==> src/rtl/mult8_seq.sv <==
// Sequential shift-and-add unsigned multiplier: one partial-product add per clock.
// Optional build macro MULT_ZERO_BYPASS_EN: zero operands complete in one cycle.
module mult8_seq #(
  parameter int WIDTH = 8
) (
  input  logic               clk,
  input  logic               reset,
  input  logic               start,
  input  logic [WIDTH-1:0]   a_in,
  input  logic [WIDTH-1:0]   b_in,
  output logic               busy,
  output logic               done,
  output logic [2*WIDTH-1:0] product
);

  localparam int CW = $clog2(WIDTH + 1);
  localparam logic [CW-1:0] CNT_LAST = CW'(WIDTH - 1);
  localparam logic [CW-1:0] CNT_ONE  = {{(CW-1){1'b0}}, 1'b1};

  typedef enum logic [1:0] {
    IDLE = 2'd0,
    CALC = 2'd1,
    DONE = 2'd2
  } state_t;

  state_t               state_r, state_nxt_s;
  logic [WIDTH-1:0]     mcand_r, mcand_nxt_s;
  logic [WIDTH-1:0]     acc_r, acc_nxt_s;
  logic [WIDTH-1:0]     q_r, q_nxt_s;
  logic [CW-1:0]        cnt_r, cnt_nxt_s;
  logic [2*WIDTH-1:0]   product_r, product_nxt_s;
  logic                 busy_r, done_r;
  logic [WIDTH:0]       addend_s;
  logic [WIDTH:0]       sum_s;
  logic                 zero_op_s;

  // Adder step: carry lands in sum_s[WIDTH] so the top bit is never lost.
  always_comb begin
    addend_s = q_r[0] ? {1'b0, mcand_r} : {(WIDTH+1){1'b0}};
    sum_s    = {1'b0, acc_r} + addend_s;
  end

  // Next-state and datapath load/shift decode.
  always_comb begin
    state_nxt_s   = state_r;
    mcand_nxt_s   = mcand_r;
    acc_nxt_s     = acc_r;
    q_nxt_s       = q_r;
    cnt_nxt_s     = cnt_r;
    product_nxt_s = product_r;
`ifdef MULT_ZERO_BYPASS_EN
    zero_op_s = (a_in == {WIDTH{1'b0}}) || (b_in == {WIDTH{1'b0}});
`else
    zero_op_s = 1'b0;
`endif
    case (state_r)
      IDLE, DONE: begin
        if (start) begin
          mcand_nxt_s = a_in;
          q_nxt_s     = b_in;
          acc_nxt_s   = {WIDTH{1'b0}};
          cnt_nxt_s   = {CW{1'b0}};
          if (zero_op_s) begin
            product_nxt_s = {(2*WIDTH){1'b0}};
            state_nxt_s   = DONE;
          end else begin
            state_nxt_s   = CALC;
          end
        end else begin
          state_nxt_s = IDLE;
        end
      end
      CALC: begin
        {acc_nxt_s, q_nxt_s} = {sum_s, q_r[WIDTH-1:1]};
        cnt_nxt_s = cnt_r + CNT_ONE;
        if (cnt_r == CNT_LAST) begin
          product_nxt_s = {sum_s, q_r[WIDTH-1:1]};
          state_nxt_s   = DONE;
        end else begin
          state_nxt_s   = CALC;
        end
      end
      default: begin
        state_nxt_s = IDLE;
      end
    endcase
  end

  // State, datapath and registered status outputs.
  always_ff @(posedge clk or posedge reset) begin
    if (reset) begin
      state_r   <= IDLE;
      mcand_r   <= {WIDTH{1'b0}};
      acc_r     <= {WIDTH{1'b0}};
      q_r       <= {WIDTH{1'b0}};
      cnt_r     <= {CW{1'b0}};
      product_r <= {(2*WIDTH){1'b0}};
      busy_r    <= 1'b0;
      done_r    <= 1'b0;
    end else begin
      state_r   <= state_nxt_s;
      mcand_r   <= mcand_nxt_s;
      acc_r     <= acc_nxt_s;
      q_r       <= q_nxt_s;
      cnt_r     <= cnt_nxt_s;
      product_r <= product_nxt_s;
      busy_r    <= (state_nxt_s == CALC);
      done_r    <= (state_nxt_s == DONE);
    end
  end

  assign busy    = busy_r;
  assign done    = done_r;
  assign product = product_r;

endmodule

==> config.mk <==
export PLATFORM = sky130hd
export DESIGN_NAME = mult8_seq
export DESIGN_NICKNAME = d
export VERILOG_FILES = /design/src/rtl/mult8_seq.sv
export SDC_FILE = /design/constraint.sdc
export NUM_CORES = 1
export LEC_CHECK = 0
export BUFFER_PORTS_ARGS = -buffer_cell sky130_fd_sc_hd__buf_4
export CORE_MARGIN = 1.5
export CORE_UTILIZATION = 50
export CTS_BUF_LIST = sky130_fd_sc_hd__clkbuf_4
export DETAILED_ROUTE_END_ITERATION = 16
export GPL_TIMING_DRIVEN = 1
export MAX_ROUTING_LAYER = met4
export PLACE_DENSITY = 0.73
export SYNTH_ARGS = -nofsm -noshare
export SYNTH_HDL_FRONTEND = slang
export SYNTH_SLANG_ARGS = --single-unit
==> constraint.sdc <==
create_clock -name clk -period 3.2 [get_ports clk]
set_clock_uncertainty 0.2 [all_clocks]
set_input_delay 0.16 -clock clk [delete_from_list [all_inputs] [get_ports clk]]
set_output_delay 0.16 -clock clk [all_outputs]
set_load 0.1 [all_outputs]
* Yosys cells after proc, flatten, opt, wreduce, memory -nomap -nowiden *
Cells that the tools add are included.
W data, S select, Z words.

word-level totals
  register bits = 48
  word-level logic and storage cells = 32

cells by class
  multiplexer cells = 10
  reduce and logical (&&, ||, !) cells = 6
  add/subtract/negate cells = 2
  equality and inequality tests = 6

operators by type and width
  cell                   count
  $pmux W8 S2            2
  $mux W8                3
  $add A8 B8 Y9          1
  $pmux W4 S2            1
  $reduce_and A2 Y1      3
  $add A4 B1 Y4 const B  1
  $eq A2 B1 Y1 const B   2
  $eq A2 B2 Y1 const B   2
  $eq A4 B3 Y1 const B   1
  $mux W4                1
  $pmux W2 S2            1
  $logic_not A2 Y1       1
  $mux W2                1
  $ne A2 B2 Y1 const B   1
  $reduce_bool A2 Y1     1
  $reduce_or A2 Y1       1
  $mux W1                1

* Logic depth before layout (Yosys ltp) *
  depth after elaboration = 4
  depth in mapped cells = 8
  depth with buffers taken out = 7

* Least setup slack after synthesis *
OpenSTA, ideal clock, no wires.

  path type = reg-to-reg
  start = reg q_r[0]
  end = reg product_r[13] (netlist: product[13])
  slack = 0.922 ns
  cell stages (with the launch flop) = 8
  arrival = 2.009 ns
  data required time = 2.931 ns
  period minus slack after synthesis = 2.278 ns
  cells stage by stage = dfrtp_1 and2_1 ha_1 fa_1 a211oi_1 o21ai_1 a211oi_1 mux2_2

between the ends
  cells in the longest elaborated chain, start to end = 2

ends and longest elaborated chain
  item                      RTL line  source
  start: declaration        29        logic [WIDTH-1:0] q_r, q_nxt_s;
  start signal: assignment  95        q_r <= {WIDTH{1'b0}};
  start signal: assignment  104       q_r <= q_nxt_s;
  $mux W8                   39        addend_s = q_r[0] ? {1'b0, mcand_r} : {(WIDTH+1){1'b0}};
  $add A8 B8 Y9             40        sum_s = {1'b0, acc_r} + addend_s;
  end signal: assignment    97        product_r <= {(2*WIDTH){1'b0}};
  end signal: assignment    106       product_r <= product_nxt_s;
  end: declaration          31        logic [2*WIDTH-1:0] product_r, product_nxt_s;

No other way between the ends.
A chain may end at the register's enable or synchronous reset.

* Worst setup path in the final report *
Ends and elaborated chain as after synthesis.

==> impl_metrics.yaml <==
layout:
  drive_gt1_frac: 0.294
  nNetsFinal: 273
  synthToLayoutAreaGrowth_pct: 23.8
  stdcell_count: 297
  final_core_util: 0.642
  fillerInstances: 359
  n_antenna_cell: 0
route:
  vias: 1602
  drt_pass1_iterations: 5
  dr.first_iter.drc_count: 67
  drt-vias-per-instance: 5.39
  drc: 0
  drt-total-wl_um: 4360
  final_antenna_net_count: 0
  wl_per_cell_um: 14.7
logic_synthesis:
  synth-edff-count: 0
  yosysMostFrequentCell: "dfrtp_1"
  synth_xor_area_frac: 0.0117
  synth_nets: 218
  synth-seq-area-share: 0.535
  async_flop_share: 1.00
  yosys_warnings: 0
  synth.area.mux_share: 0.110
  synth_top_family_by_area: "compound AO/OA/AOI/OAI gates"
  synth-main-ff-cell: "dfrtp_1"
  synth_area_leader_cell: "dfrtp_1"
  synthCells: 189
  netlist_area_um2: 2240
  synth-seq-cells: 48
  synth-adder-area-share: 0.0591
  synth_common_cells: "dfrtp_1 (48), nand2_1 (22), mux2_2 (20)"
  synth_compound_area_frac: 0.143
  syn_area_per_cell_um2: 11.9
  yosys-top-cells-area: "dfrtp_1 (54%), mux2_2 (10%), ha_1 (5.0%), nand2_1 (3.7%), a22oi_1 (3.0%)"
  synth.top_cell.area_share: 0.535
  synth-simple-area-share: 0.115
  ys_types: 42
sta:
  fmax_mhz: 403
  fin_tns_setup_ps: 0
  period_minus_slack_ps: 2480
  finalSetupViolCount: 0
  hold_viol: 0
  fin_crit_sh: 0.776
  rsz0062_at_grt: "no"
  timing.hold.ws_ps: 179
  worstMarginPinSlew_ps: 960
  relSlewSlack: 0.359
  drv_slew: 0
job:
  cap_violations: 0
floorplan:
  fp.dieW_um: 70.0
  core_area_um2: 4320
  start_util: 0.519
  rows: 24
  die-area_um2: 4900
  pin_count: 37
  die_height_um: 70.0
placed_design:
  dp_hpwl_um: 2840
  port_buffers: 36
  placed_cells: 272
  gp_congestion: 0.852
cts:
  cts_buffers: 5
  tritoncts: "done"
  clk_pin_slew_ps: 150
  cts_sinks: 48
  htree_num_levels: 2
  worstSkewPairLatency_ps: 370
  clk_path_buf_depth: 2
  root_buffer: "clkbuf_4"
run_status:
  status: "finished clean"
hold_path:
  min_path_type: "input pin to flop"
  min_to: "state_r[0]"
  hold_path_depth: 4
  hold_start: "start"
worst_setup_path:
  r2r_cells: 7
  cp_max_fo: 9
  arrival_ps: 2600
  crit_path_end_kind: "flop"
  worstReg2RegEnd: "product[13]"
  startpoint_type: "flop"
  regToRegSetupSlack_ps: 720
  rr_startpoint: "q_r[0]"
  crit_required_ps: 3320
  startpoint: "q_r[0]"
  criticalPathCategory: "flop to flop"
global_route:
  grt_overflow: 0
  first_global_vias: 1550
  grt_usage: 0.200
  grt_first_pass_wirelength_um: 7520
  antenna_found_initial: 0
  grt_max_degree: 49
[cells by family (layout without fill, tap and decap cells)]
| group | after synthesis | count (layout) |
|---|---|---|
| AO/OA/AOI/OAI | 45 | 45 |
| XOR/XNOR | 3 | 3 |
| adder cells (fa/ha/maj) | 10 | 10 |
| buffers and inverters | 10 | 66 |
| flip-flops | 48 | 48 |
| multiplexers | 22 | 22 |
| AND/OR/NAND/NOR | 51 | 51 |
[metrics by stage]
stage,setup WS (ps),instance area [um2]
4_1_cts,702,2780
3_3_place_gp,798,2550
3_5_place_dp,735,2550
2_1_floorplan,922,2240
5_1_grt,530,2780
6_report,717,2780
[layout by cell type, fill, tap and decap left out, types with 3 or more instances in the layout]
master	n
a21o_1	5
nand2_1	22
a211oi_1	3
nor2_1	4
clkbuf_4	6
o21ai_0	7
ha_1	9
buf_4	38
a22oi_1	9
a21oi_1	4
o21ai_1	3
dlygate4sd3_1	17
dfrtp_1	48
nand3b_1	3
mux2_2	20
and2_1	9
a22o_1	6
[critical path, cell delays in order (launching register included)]
cell	delay [ps]
dfrtp_1	480
and2_1	190
ha_1	210
fa_1	440
a211oi_1	320
o21ai_1	140
a211oi_1	260
mux2_2	200
[worst max path at each step]
stage	endpoint	slack (ps)	depth (start not counted)
detailed placement	product[13]	740	7
floorplan	product[13]	920	7
global route	product[13]	530	7
finish	product[13]	720	7
global placement	product[13]	800	7
CTS	product[13]	700	7
[repair_timing]
item	in CTS	in global routing
hold buffers	17	0
gates resized for setup	0	0
setup buffers	0	0
endpoints found under the setup margin	0	0
endpoints found under the hold margin	64	0
[area by class of cell]
| class | count | area, um2 | share of cell area |
|---|---|---|---|
| sequential | 48 | 1200 | 0.433 |
| multi-input combinational | 131 | 986 | 0.355 |
| timing repair buffer | 55 | 455 | 0.164 |
| tap | 52 | 65.1 | 0.0234 |
| clock buffer | 6 | 45.0 | 0.0162 |
| inverter | 3 | 12.5 | 0.00451 |
| clock inverter | 2 | 11.3 | 0.00406 |
[per-layer routing]
| metal | GRT usage | up-vias | wire (um) |
|---|---|---|---|
| met5 | - | - | 0 |
| met4 | 0.0513 | 0 | 54 |
| met3 | 0.0447 | 6 | 166 |
| met2 | 0.307 | 33 | 2010 |
| met1 | 0.273 | 765 | 2130 |
| li1 | - | 798 | - |
[registers in the layout (all words and copies together) (netlist names)]
signal / cells
acc_r: 8
busy: 1
cnt_r: 4
done: 1
mcand_r: 8
product: 16
q_r: 8
state_r: 2
Power is not shown: default switching activity piles up to over one toggle a cycle in this logic, so the estimate is an artifact.
